File: config.mk
export PLATFORM = sky130hd
export DESIGN_NAME = hash_msg_feeder
export DESIGN_NICKNAME = d
export VERILOG_FILES = /design/src/rtl/hash_feeder_pkg.sv /design/src/rtl/feeder_byte_buffer.sv /design/src/rtl/hash_msg_feeder.sv
export SDC_FILE = /design/constraint.sdc
export NUM_CORES = 1
export LEC_CHECK = 0
export ABC_AREA = 1
export CORE_MARGIN = 2
export CORE_UTILIZATION = 45
export DETAILED_ROUTE_END_ITERATION = 16
export HOLD_SLACK_MARGIN = 0.03
export SYNTH_ARGS = -nofsm -noshare
export SYNTH_HDL_FRONTEND = slang
export SYNTH_SLANG_ARGS = --single-unit
File: constraint.sdc
create_clock -name clk -period 2.6 [get_ports clk]
set_input_delay 0.39 -clock clk [delete_from_list [all_inputs] [get_ports clk]]
set_output_delay 0.39 -clock clk [all_outputs]
set_load 0.05 [all_outputs]
File: src/rtl/hash_feeder_pkg.sv
// Shared types and constants for the hash core message feeder.
package hash_feeder_pkg;

    localparam int unsigned DEF_MAX_LEN    = 64;
    localparam int unsigned DEF_TMO_MARGIN = 8;
    localparam int unsigned CNT_W          = 64;

    typedef enum logic [1:0] {
        ST_FILL = 2'd0,
        ST_SEND = 2'd1,
        ST_WAIT = 2'd2,
        ST_DROP = 2'd3
    } state_t;

    // Width of the length register: holds 0..max_len inclusive.
    function automatic int unsigned len_w(input int unsigned max_len);
        return $clog2(max_len) + 1;
    endfunction

endpackage

File: src/rtl/feeder_byte_buffer.sv
// Byte register array: one synchronous write port, one asynchronous read port.
module feeder_byte_buffer #(
    parameter  int unsigned DEPTH = 64,
    localparam int unsigned AW    = $clog2(DEPTH)
) (
    input  logic          clk,
    input  logic          i_we,
    input  logic [AW-1:0] i_waddr,
    input  logic [7:0]    i_wdata,
    input  logic [AW-1:0] i_raddr,
    output logic [7:0]    o_rdata_c
);

    logic [7:0] r_mem [DEPTH];

    always_ff @(posedge clk) begin
        if (i_we) begin
            r_mem[i_waddr] <= i_wdata;
        end
    end

    assign o_rdata_c = r_mem[i_raddr];

endmodule

File: src/rtl/hash_msg_feeder.sv
// Store-and-forward byte buffer that replays each message to the hash core as one unbroken burst.
// Optional WAIT watchdog enabled by defining HASH_FEEDER_TIMEOUT_EN.
module hash_msg_feeder
    import hash_feeder_pkg::*;
#(
    parameter int unsigned MAX_LEN    = DEF_MAX_LEN,
    parameter int unsigned TMO_MARGIN = DEF_TMO_MARGIN
) (
    input  logic             clk,
    input  logic             rst_n,
    input  logic             in_valid,
    output logic             in_ready,
    input  logic [7:0]       in_byte,
    input  logic             in_last,
    input  logic             in_null,
    output logic             M_valid,
    output logic [7:0]       message,
    output logic [CNT_W-1:0] counter,
    input  logic             hash_ready,
    output logic             busy,
    output logic             err_ovf,
    output logic             err_tmo
);

    localparam int unsigned    AW      = $clog2(MAX_LEN);
    localparam int unsigned    LEN_W   = len_w(MAX_LEN);
    localparam logic [LEN_W-1:0] LEN_MAX = LEN_W'(MAX_LEN);

    state_t             r_state, w_state_nxt;
    logic [LEN_W-1:0]   r_len, w_len_nxt;
    logic [LEN_W-1:0]   r_rd, w_rd_nxt;
    logic               r_in_ready, w_in_ready_nxt;
    logic               r_m_valid, w_m_valid_nxt;
    logic [7:0]         r_message, w_message_nxt;
    logic [CNT_W-1:0]   r_counter, w_counter_nxt;
    logic               r_busy, w_busy_nxt;
    logic               r_err_ovf, w_err_ovf_nxt;
    logic               r_hr_q;
    logic               w_hr_rise;
    logic               w_accept;
    logic               w_we;
    logic [AW-1:0]      w_raddr;
    logic [7:0]         w_rdata;

`ifdef HASH_FEEDER_TIMEOUT_EN
    localparam int unsigned      TMO_W    = $clog2(TMO_MARGIN + 4);
    localparam logic [TMO_W-1:0] TMO_LAST = TMO_W'(TMO_MARGIN + 3);

    logic [TMO_W-1:0] r_tmo, w_tmo_nxt;
    logic             r_err_tmo, w_err_tmo_nxt;
`else
    localparam int unsigned unused_tmo_margin = TMO_MARGIN;
`endif

    assign w_accept  = in_valid & r_in_ready;
    assign w_hr_rise = hash_ready & ~r_hr_q;
    assign w_raddr   = (r_state == ST_SEND) ? r_rd[AW-1:0] : '0;

    feeder_byte_buffer #(
        .DEPTH (MAX_LEN)
    ) u_buf (
        .clk       (clk),
        .i_we      (w_we),
        .i_waddr   (r_len[AW-1:0]),
        .i_wdata   (in_byte),
        .i_raddr   (w_raddr),
        .o_rdata_c (w_rdata)
    );

    // Next-state and next-output logic; registered outputs are loaded from the *_nxt values.
    always_comb begin
        w_state_nxt   = r_state;
        w_len_nxt     = r_len;
        w_rd_nxt      = r_rd;
        w_m_valid_nxt = 1'b0;
        w_message_nxt = r_message;
        w_counter_nxt = r_counter;
        w_err_ovf_nxt = 1'b0;
        w_we          = 1'b0;
`ifdef HASH_FEEDER_TIMEOUT_EN
        w_tmo_nxt     = r_tmo;
        w_err_tmo_nxt = 1'b0;
`endif

        case (r_state)
            ST_FILL: begin
                if (w_accept) begin
                    if (in_last && in_null) begin
                        w_len_nxt     = '0;
                        w_state_nxt   = ST_SEND;
                        w_m_valid_nxt = 1'b1;
                        w_message_nxt = 8'h00;
                        w_counter_nxt = '0;
                        w_rd_nxt      = LEN_W'(1);
                    end else if (r_len == LEN_MAX) begin
                        w_err_ovf_nxt = 1'b1;
                        if (in_last) begin
                            w_len_nxt = '0;
                        end else begin
                            w_state_nxt = ST_DROP;
                        end
                    end else begin
                        w_we      = 1'b1;
                        w_len_nxt = r_len + LEN_W'(1);
                        if (in_last) begin
                            // First burst byte bypasses the buffer when it is being written this edge.
                            w_state_nxt   = ST_SEND;
                            w_m_valid_nxt = 1'b1;
                            w_message_nxt = (r_len == '0) ? in_byte : w_rdata;
                            w_counter_nxt = CNT_W'(w_len_nxt);
                            w_rd_nxt      = LEN_W'(1);
                        end
                    end
                end
            end
            ST_SEND: begin
                if (r_rd < r_len) begin
                    w_m_valid_nxt = 1'b1;
                    w_message_nxt = w_rdata;
                    w_rd_nxt      = r_rd + LEN_W'(1);
                end else begin
                    w_state_nxt = ST_WAIT;
`ifdef HASH_FEEDER_TIMEOUT_EN
                    w_tmo_nxt   = '0;
`endif
                end
            end
            ST_WAIT: begin
                if (w_hr_rise) begin
                    w_len_nxt   = '0;
                    w_state_nxt = ST_FILL;
                end
`ifdef HASH_FEEDER_TIMEOUT_EN
                else if (r_tmo == TMO_LAST) begin
                    w_err_tmo_nxt = 1'b1;
                    w_len_nxt     = '0;
                    w_state_nxt   = ST_FILL;
                end else begin
                    w_tmo_nxt = r_tmo + TMO_W'(1);
                end
`endif
            end
            ST_DROP: begin
                if (w_accept && in_last) begin
                    w_len_nxt   = '0;
                    w_state_nxt = ST_FILL;
                end
            end
            default: begin
                w_state_nxt = ST_FILL;
            end
        endcase

        w_in_ready_nxt = (w_state_nxt == ST_FILL) || (w_state_nxt == ST_DROP);
        w_busy_nxt     = (w_state_nxt != ST_FILL);
    end

    always_ff @(posedge clk or negedge rst_n) begin
        if (!rst_n) begin
            r_state    <= ST_FILL;
            r_len      <= '0;
            r_rd       <= '0;
            r_in_ready <= 1'b0;
            r_m_valid  <= 1'b0;
            r_message  <= '0;
            r_counter  <= '0;
            r_busy     <= 1'b0;
            r_err_ovf  <= 1'b0;
            r_hr_q     <= 1'b0;
        end else begin
            r_state    <= w_state_nxt;
            r_len      <= w_len_nxt;
            r_rd       <= w_rd_nxt;
            r_in_ready <= w_in_ready_nxt;
            r_m_valid  <= w_m_valid_nxt;
            r_message  <= w_message_nxt;
            r_counter  <= w_counter_nxt;
            r_busy     <= w_busy_nxt;
            r_err_ovf  <= w_err_ovf_nxt;
            r_hr_q     <= hash_ready;
        end
    end

`ifdef HASH_FEEDER_TIMEOUT_EN
    always_ff @(posedge clk or negedge rst_n) begin
        if (!rst_n) begin
            r_tmo     <= '0;
            r_err_tmo <= 1'b0;
        end else begin
            r_tmo     <= w_tmo_nxt;
            r_err_tmo <= w_err_tmo_nxt;
        end
    end

    assign err_tmo = r_err_tmo;
`else
    assign err_tmo = 1'b0;
`endif

    assign in_ready = r_in_ready;
    assign M_valid  = r_m_valid;
    assign message  = r_message;
    assign counter  = r_counter;
    assign busy     = r_busy;
    assign err_ovf  = r_err_ovf;

endmodule

==> results.yml <==
power:
  power.density_mw_per_mm2: 870
  p_leak_nw: 9.97
  fin_total_pwr_mw: 23.7
  irDropWorstVdd_v: 0.000855
yosys:
  synthCells: 2078
  ys_seq_elements: 548
  ys_warn_count: 0
  syn_avg_cell_area_um2: 11.3
  syn-cell-area_mm2: 0.0235
  synth-seq-area-share: 0.693
  ys_types: 34
clock_tree:
  htreeDepth: 2
  cts_tree: "built"
  cts_root_buffer: "clkbuf_16"
  clock_sinks: 548
  clkTransAtPathRegs_ns: 0.06
  clockBufferDepth: 3
  cts_made_buffers: 55
  clkLatencyLatePin_ns: 0.62
drt:
  drc_errors: 0
  first_iter_violations: 2057
  ant_nets: 0
  viasPerCell: 5.69
  vias: 16500
  first_pass_iters: 6
  totalWireLength_mm: 66.8
  wl_per_cell_um: 23.0
cells_and_area:
  antenna_cells: 0
  area_delta_synth_final_pct: 15.8
  layout.nets: 2207
  layout-drive-gt1-share: 0.117
  final_common_cell: "nand3_1"
  mostFrequentLayoutCells: "nand3_1, edfxtp_1, nand2_1"
sta:
  hold_violations: 0
  slew_violations: 0
  post-route-period-util: 0.951
  layout_setup_ws_ns: 0.128
  finalSetupViolations: 0
  rsz0062_at_grt: "false"
  slew_headroom: 0.453
  clock_skew_ns: 0.0246
  worst_pin_slew_ns: 0.820
  max_freq_mhz: 405
  final.min_clock_period_ns: 2.47
placement:
  dp_worst_setup_slack_ns: -0.0232
  hpwl_mm: 43.4
  port_buffers: 32
  gp_congestion: 0.934
die:
  die_h_um: 232
  rows: 83
  dieArea_mm2: 0.0540
  initial_utilization: 0.456
  core_mm2: 0.0515
  io_pins: 91
  fp.dieW_um: 232
run_status:
  status: "complete, no violations"
worst_setup_path:
  required_ns: 3.16
  crit_path_end_kind: "register"
  cp-start-kind: "register"
  crit_type: "reg2reg"
  crit_arrival_ns: 3.03
  critical_path_peak_fanout: 48
run:
  max_cap_violations: 0
grt:
  grt_pass1_wl_mm: 100
  grt_pass1_vias: 16200
  globalRouteTotalUtil: 0.250
  antenna_found_initial: 1
  grt_start_max_net_pins: 83
  gr-total-overflow: 0
worst_hold_path:
  hold_path.class: "in2reg"
layer usage:
metal | vias to the layer above | routed length, um | part of all wire | GRT usage
met1 | 8077 | 27600 | 0.41 | 0.347
met3 | 127 | 5800 | 0.087 | 0.0407
met2 | 807 | 31100 | 0.46 | 0.396
met4 | 2 | 2360 | 0.035 | 0.0924
met5 | - | 13 | 0.00019 | 0
li1 | 7526 | - | - | -
stage by stage:
stage	hold slack [ns]	util	TNS [ns]	area [um2]	std cells
after detailed placement	0.465	0.491	-0.383	25300	2805
after global placement	0.468	0.491	-0.0794	25300	2805
after CTS	0.205	0.528	0	27200	2908
after floorplan	0.0944	-	0	23700	2135
final	0.232	0.528	0	27200	2908
after global routing	0.214	0.528	0	27200	2908
worst max-delay path, stage by stage, from the launching register on:
cell and delay [ns]:
dfrtp_2 0.52, buf_4 0.52, nand4_1 0.20, nand3_1 0.17, nand3_1 0.10, nand3_1 0.13, nand3_1 0.22, nand3_1 0.19
nand2_1 0.13, nand2_1 0.08, nand2_1 0.05, nand2_1 0.05
power by group:
part	total [mW]	internal, mW	switching (mW)
registers	10.0	9.85	0.164
logic	5.31	1.39	3.92
clock network	8.36	5.04	3.32
total	23.7	16.3	7.40
registers in the layout, indices dropped and copies added (netlist names), 2 cells and up:
register and count:
counter 7, message 8, r_len 7, r_rd 7
r_state 2, u_buf.r_mem 512
synthesized netlist by cell type (all sizes together):
cell	n	area [um2]
nand3	555	2800
edfxtp	512	15400
nand2	476	1800
buf	146	886
nor2	99	389
nand4	76	475
inv	60	228
clkbuf	44	165
dfrtp	36	901
o21ai	24	120
nor3	15	75.1
ha	10	125
a21oi	8	43.8
o22ai	7	43.8
o211ai	3	22.5
a21boi	1	7.51
a31oi	1	6.26
clkinv	1	3.75
conb	1	3.75
o21a	1	7.51
o221ai	1	8.76
xor2	1	8.76
worst paths after layout:
kind                                                     end                   start  slack, ns  cells after the start
worst max register to register        message[2]$_DFFE_PN0P_    r_state[0]$_DFF_PN0_       0.13                     11
max in group asynchronous                r_rd[0]$_DFFE_PN0P_                   rst_n       1.58                      2
min in group asynchronous             message[3]$_DFFE_PN0P_                   rst_n       0.40                      2
worst min-delay path            u_buf.r_mem[23][5]$_DFFE_PP_              in_byte[5]       0.23                      1
worst min register to register        message[4]$_DFFE_PN0P_  message[4]$_DFFE_PN0P_       0.48                      2
worst max-delay path                  message[2]$_DFFE_PN0P_    r_state[0]$_DFF_PN0_       0.13                     11
cells by family after synthesis:
group | count (synthesis) | synth area share
adder cells (fa/ha/maj) | 10 | 0.00533
XOR/XNOR | 1 | 0.000373
AND/OR/NAND/NOR | 1221 | 0.236
other | 1 | 0.000160
flip-flops | 548 | 0.693
AO/OA/AOI/OAI | 46 | 0.0111
buffers and inverters | 251 | 0.0546
cell type report:
| type | count | area, um2 |
|---|---|---|
| clock inverters | 29 | 394 |
| fillers | 4475 | 24300 |
| inverters | 61 | 241 |
| well taps | 680 | 851 |
| repair buffers | 181 | 1770 |
| flip-flops and latches | 548 | 16300 |
| multi-input cells | 1336 | 6170 |
| clock buffers | 73 | 1500 |
what timing repair did:
action | in CTS | in global routing
hold endpoints to repair | 36 | 0
setup endpoints to repair | 0 | 9
gates resized for setup | 0 | 10
setup buffers | 0 | 0
hold buffers | 1 | 0
(Power assumes the default switching activity.)
